==> config.mk <==
export PLATFORM = sky130hd
export DESIGN_NAME = inst_fetch_flat
export DESIGN_NICKNAME = d
export VERILOG_FILES = /design/src/rtl/inst_fetch_if.sv /design/src/rtl/inst_fetch.sv /design/src/flat_wrapper.sv
export SDC_FILE = /design/constraint.sdc
export NUM_CORES = 1
export LEC_CHECK = 0
export CAP_MARGIN = 0
export CORE_MARGIN = 5
export CORE_UTILIZATION = 45
export DETAILED_ROUTE_END_ITERATION = 7
export GPL_ROUTABILITY_DRIVEN = 0
export PLACE_DENSITY = 0.71
export SYNTH_ARGS = -nofsm -noshare
export SYNTH_HDL_FRONTEND = slang
export SYNTH_SLANG_ARGS = --single-unit
export TNS_END_PERCENT = 1
==> constraint.sdc <==
create_clock -name clk -period 6.8 [get_ports clk]
set_input_delay 0.68 -clock clk [delete_from_list [all_inputs] [get_ports clk]]
set_output_delay 0.68 -clock clk [all_outputs]
set_load 0.005 [all_outputs]
==> src/rtl/inst_fetch_if.sv <==
// Fetch-unit bus bundle: instruction-memory request/response, execute redirect,
// and the decode-side instruction queue head.
interface inst_fetch_if;
  logic        req_valid;
  logic [31:0] req_addr;
  logic        req_ready;
  logic        rsp_valid;
  logic [31:0] rsp_data;
  logic        redirect_valid;
  logic [31:0] redirect_pc;
  logic        inst_valid;
  logic [31:0] inst;
  logic [31:0] inst_pc;
  logic        inst_ready;

  modport master (
    output req_valid, req_addr, inst_valid, inst, inst_pc,
    input  req_ready, rsp_valid, rsp_data, redirect_valid, redirect_pc, inst_ready
  );

  modport slave (
    input  req_valid, req_addr, inst_valid, inst, inst_pc,
    output req_ready, rsp_valid, rsp_data, redirect_valid, redirect_pc, inst_ready
  );
endinterface

==> src/rtl/inst_fetch.sv <==
// Instruction fetch: single-outstanding memory requests, redirect/flush handling,
// and a small circular instruction queue with a zero-latency head.
module inst_fetch #(
  parameter logic [31:0] RESET_PC = 32'h0000_0000,
  parameter int unsigned QDEPTH   = 2
) (
  input logic          clk,
  input logic          rst,
  inst_fetch_if.master bus
);
  localparam int unsigned      PTR_W   = $clog2(QDEPTH);
  localparam logic [PTR_W:0]   DEPTH_C = (PTR_W+1)'(QDEPTH);
  localparam logic [PTR_W-1:0] PTR_ONE = PTR_W'(1);

  typedef enum logic [1:0] {RUN, WAIT, DROP} state_e;

  state_e      state_q, state_d;
  logic [31:0] pc_q, pc_d;
  logic [31:0] inflight_pc_q, inflight_pc_d;
  logic        drop_q, drop_d;

  logic [31:0]      qi_q [QDEPTH];
  logic [31:0]      qp_q [QDEPTH];
  logic [PTR_W-1:0] head_q, tail_q, last_ptr;
  logic [PTR_W:0]   count_q;

  logic        full, empty, redirect, stale, rsp_live;
  logic        req_valid_c, fire, push, pop;
  logic [31:0] redirect_tgt;

  assign redirect     = bus.redirect_valid;
  assign redirect_tgt = {bus.redirect_pc[31:2], 2'b00};
  // drop_q marks a response still owed for a request abandoned by reset
  assign stale        = bus.rsp_valid && drop_q;
  assign rsp_live     = bus.rsp_valid && !drop_q;
  assign full         = (count_q == DEPTH_C);
  assign empty        = (count_q == '0);
  assign last_ptr     = head_q - PTR_ONE;

  // State register
  always_ff @(posedge clk) begin
    if (rst) begin
      state_q       <= RUN;
      pc_q          <= RESET_PC;
      inflight_pc_q <= '0;
      drop_q        <= ((state_q != RUN) && !rsp_live) || (drop_q && !bus.rsp_valid);
    end else begin
      state_q       <= state_d;
      pc_q          <= pc_d;
      inflight_pc_q <= inflight_pc_d;
      drop_q        <= drop_d;
    end
  end

  // Next state
  always_comb begin
    state_d       = state_q;
    pc_d          = pc_q;
    inflight_pc_d = inflight_pc_q;
    drop_d        = stale ? 1'b0 : drop_q;
    unique case (state_q)
      RUN:     if (fire) state_d = WAIT;
      WAIT: begin
        if (rsp_live)      state_d = RUN;
        else if (redirect) state_d = DROP;
      end
      DROP:    if (rsp_live) state_d = RUN;
      default: state_d = RUN;
    endcase
    if (redirect) begin
      pc_d = redirect_tgt;
    end else if (fire) begin
      pc_d          = pc_q + 32'd4;
      inflight_pc_d = pc_q;
    end
  end

  // Outputs / queue controls; redirect outranks fire, push and pop
  always_comb begin
    req_valid_c = !rst && (state_q == RUN) && !full && !redirect;
    fire        = req_valid_c && bus.req_ready;
    push        = !rst && (state_q == WAIT) && rsp_live && !redirect;
    pop         = !rst && !empty && bus.inst_ready && !redirect;
  end

  assign bus.req_valid  = req_valid_c;
  assign bus.req_addr   = pc_q;
  assign bus.inst_valid = !rst && !empty;
  // When empty, show the slot just popped so the outputs hold their last value
  assign bus.inst       = rst ? '0 : (empty ? qi_q[last_ptr] : qi_q[head_q]);
  assign bus.inst_pc    = rst ? '0 : (empty ? qp_q[last_ptr] : qp_q[head_q]);

  always_ff @(posedge clk) begin
    if (rst) begin
      head_q  <= '0;
      tail_q  <= '0;
      count_q <= '0;
      for (int unsigned i = 0; i < QDEPTH; i++) begin
        qi_q[i] <= '0;
        qp_q[i] <= '0;
      end
    end else if (redirect) begin
      tail_q  <= head_q;
      count_q <= '0;
    end else begin
      if (push) begin
        qi_q[tail_q] <= bus.rsp_data;
        qp_q[tail_q] <= inflight_pc_q;
        tail_q       <= tail_q + PTR_ONE;
      end
      if (pop) head_q <= head_q + PTR_ONE;
      case ({push, pop})
        2'b10:   count_q <= count_q + 1'b1;
        2'b01:   count_q <= count_q - 1'b1;
        default: count_q <= count_q;
      endcase
    end
  end

  a_no_overflow: assert property (@(posedge clk) disable iff (rst) !(push && full));

endmodule

==> src/flat_wrapper.sv <==
// flat-port wrapper written by rule: the top's interface ports become plain ports
module inst_fetch_flat 
#(
  parameter logic [31:0] RESET_PC = 32'h0000_0000,
  parameter int unsigned QDEPTH   = 2
)
  (clk, rst, bus_req_valid, bus_req_addr, bus_inst_valid, bus_inst, bus_inst_pc, bus_req_ready, bus_rsp_valid, bus_rsp_data, bus_redirect_valid, bus_redirect_pc, bus_inst_ready);
  inst_fetch_if bus_i ();
  input logic clk;
  input logic rst;
  output wire logic [$bits(bus_i.req_valid)-1:0] bus_req_valid;
  output wire logic [$bits(bus_i.req_addr)-1:0] bus_req_addr;
  output wire logic [$bits(bus_i.inst_valid)-1:0] bus_inst_valid;
  output wire logic [$bits(bus_i.inst)-1:0] bus_inst;
  output wire logic [$bits(bus_i.inst_pc)-1:0] bus_inst_pc;
  input wire logic [$bits(bus_i.req_ready)-1:0] bus_req_ready;
  input wire logic [$bits(bus_i.rsp_valid)-1:0] bus_rsp_valid;
  input wire logic [$bits(bus_i.rsp_data)-1:0] bus_rsp_data;
  input wire logic [$bits(bus_i.redirect_valid)-1:0] bus_redirect_valid;
  input wire logic [$bits(bus_i.redirect_pc)-1:0] bus_redirect_pc;
  input wire logic [$bits(bus_i.inst_ready)-1:0] bus_inst_ready;
  assign bus_req_valid = bus_i.req_valid;
  assign bus_req_addr = bus_i.req_addr;
  assign bus_inst_valid = bus_i.inst_valid;
  assign bus_inst = bus_i.inst;
  assign bus_inst_pc = bus_i.inst_pc;
  assign bus_i.req_ready = bus_req_ready;
  assign bus_i.rsp_valid = bus_rsp_valid;
  assign bus_i.rsp_data = bus_rsp_data;
  assign bus_i.redirect_valid = bus_redirect_valid;
  assign bus_i.redirect_pc = bus_redirect_pc;
  assign bus_i.inst_ready = bus_inst_ready;
  inst_fetch #(.RESET_PC(RESET_PC), .QDEPTH(QDEPTH)) u_core (.clk(clk), .rst(rst), .bus(bus_i));
endmodule
==> out/metrics.yaml <==
sta:
  fin_skew_ps: 11.8
  fin_tns_setup_ps: 0
  drv_slew: 0
  rsz0062_at_grt: "no"
  setup_viol: 0
  final-hold-violation-count: 0
  clock.fmax_ghz: 0.266
  tightest_slew_ps: 884
  fin_crit_sh: 0.553
  slew_headroom: 0.411
  fin_crit_ps: 3760
finish:
  layout.nets: 1092
  final_cell_area_mm2: 0.0111
  drive_above_1_share: 0.0600
  diodes: 0
  synthToLayoutAreaGrowth_pct: 27.0
  final_cell_mix: "nand2_1 (219), clkdlybuf4s50_1 (160), and2_1 (129)"
  fill_cells: 1680
  layout_commonest_cell: "nand2_1"
cts:
  cts_resized: 0
  clockBufferDepth: 2
  cts_root_buf: "clkbuf_16"
  clock_latency_ps: 430
  cts.sinks: 192
  cts_made_buffers: 17
  cts_tree: "yes"
  postCtsHoldBufs: 0
  post_cts_buffers: 0
  path_clk_slew_ps: 70
  ctsHtreeMaxLevel: 4
critical_path:
  cp_top_family: "buffers and inverters"
  crit_type: "input pin to primary output"
  rr_worst_depth: 4
  startpoint: "rst"
  critPathArrivalTime_ps: 3080
  cpMostUsedCell: "buf_4"
  max_stage_delay_ps: 680
  cp_data_required_time_ps: 6120
  cp_num_buf_inv: 4
  cp_max_fo: 72
  cp-end-kind: "primary output"
  regToRegSetupSlack_ps: 4230
  cpMaxStageDelayCell: "buf_4"
  worstReg2RegEnd: "u_core.qi_q[0][14]"
  reg2reg_from: "u_core.drop_q"
  crit_chain: "buf_4, buf_4, inv_1, and2_1, clkdlybuf4s50_1"
  start_kind: "input pin"
die:
  die_h_um: 149
  io_pins: 168
  rows: 51
  fp.dieArea_mm2: 0.0223
  start_util: 0.454
  coreArea_mm2: 0.0193
  die_x_um: 149
logic_synthesis:
  synth.ff_latch_count: 192
  synthTopCellsByArea: "edfxtp_1 (43%), dfxtp_1 (15%), nand2_1 (9.4%)"
  syn_inst: 888
  syn_area_per_cell_um2: 9.85
  yosysUniqueCellTypes: 49
  synth_top_flop_cell: "edfxtp_1"
  yosysTopAreaCellShare: 0.429
  synth_top_cell_by_area: "edfxtp_1"
  async_flop_share: 0
  synthesis.area_mm2: 0.00875
  yosysSeqAreaShare: 0.582
  yosys_warnings: 0
  synth_edf_count: 125
power:
  ir_worst_vdd_mv: 0.169
  p_leak_nw: 3.90
  power.density_mw_per_mm2: 221
grt:
  grt_pass1_wl_mm: 35.4
  grt_usage: 0.202
  top_usage_layer: "met2"
  grt_max_degree: 73
  grt_use_met1: 0.266
  grt.met2_usage: 0.335
  grt_overflow_total: 0
  grt_pass1_vias: 6756
  grt_use_met3: 0.0439
  grt_antenna_before_repair: 0
flow_run:
  maxCapViolCount: 0
place:
  place_area_mm2: 0.0106
  io_buffers: 161
  dp_hpwl_mm: 13.8
drt:
  drt_iter0_drc: 445
  wl_per_cell_um: 17.3
  first_pass_iters: 7
  drc: 0
  vias: 6859
  ant_nets: 0
  avgViaCountPerCell: 5.28
  drt_wl_total_mm: 22.4
min_path:
  min_path_cells: 2
  hp-class: "register to register"
  min_to: "u_core.inflight_pc_q[30]"
  min_from: "u_core.inflight_pc_q[30]"
run_status:
  outcome: "finished, final reports clean"
per-stage QoR:
step	instances	worst slack, ps	hold WS, ps	utilization	power [mW]
2_1_floorplan	891	649	440	-	1.42
3_3_place_gp	1266	3050	448	0.548	1.54
3_5_place_dp	1266	3050	452	0.548	1.54
4_1_cts	1298	3050	465	0.577	2.47
5_1_grt	1298	2830	492	0.577	2.55
6_report	1298	3040	463	0.577	2.45
logic make-up after synthesis:
family / count (synthesis) / synth area share
AOI/OAI and AO/OA: 155 / 0.0977
xor gates and xnor gates: 19 / 0.0190
adders and majority gates: 2 / 0.00286
buffers and inverters: 68 / 0.0333
DFF: 192 / 0.582
muxes: 2 / 0.00257
other: 1 / 0.000429
and+or+nand+nor: 449 / 0.262
how the worst max path moves through the flow:
stage	depth (start not counted)	end	slack (ps)
global route	7	bus_inst[30]	2830
global placement	5	bus_inst_valid	3050
floorplan	4	u_core.qi_q[0][0]	650
CTS	5	bus_inst_valid	3050
detailed placement	5	bus_inst_valid	3050
finish	5	bus_inst_valid	3040
registers in the layout (all words and copies together) (netlist names), named ones only:
register / count
u_core.qp_q: 60
u_core.state_q: 2
u_core.inflight_pc_q: 30
u_core.head_q: 1
u_core.drop_q: 1
u_core.tail_q: 1
u_core.count_q: 2
u_core.qi_q: 64
u_core.bus.req_addr: 30
power breakdown:
part / internal [mW] / total [mW] / switching, mW
logic: 0.103 / 0.203 / 0.0993
registers: 1.28 / 1.31 / 0.0347
clock network: 0.479 / 0.936 / 0.457
total: 1.86 / 2.45 / 0.590
synth_stat cells (3+ instances only):
library cell / instances
a211oi_1: 8
a21oi_1: 111
a311oi_1: 4
a31oi_1: 7
and2_1: 129
and3_1: 4
and4_1: 4
buf_2: 5
buf_4: 8
clkbuf_1: 48
dfxtp_1: 67
edfxtp_1: 125
inv_1: 6
nand2_1: 219
nand3_1: 18
nand4_1: 12
nor2_1: 27
nor2b_1: 4
nor3_1: 6
nor4_2: 3
nor4_4: 3
o21ai_0: 9
o21ai_1: 3
o22ai_1: 5
or2_0: 3
or3_1: 3
xnor2_1: 11
xor2_1: 8
worst min-delay path, stage by stage, from the launching register on:
cell and delay (ps):
dfxtp_1 320, nand2_1 50, a21oi_1 50
routing by layer:
layer	wire [µm]	vias up	share of wire
met3	1710	23	0.076
met1	9500	3267	0.42
met4	342	0	0.015
met5	0	-	0
met2	10900	260	0.48
li1	-	3309	-
layout make-up:
type | count | area [µm²] | area share
flip-flops and latches | 192 | 5090 | 0.458
multi-input cells | 631 | 3420 | 0.308
inverters | 6 | 22.5 | 0.00203
well taps | 265 | 332 | 0.0298
repair buffers | 172 | 1690 | 0.152
clock inverters | 15 | 125 | 0.0113
clock buffers | 17 | 425 | 0.0383
Power figures use the tool's default switching activity.
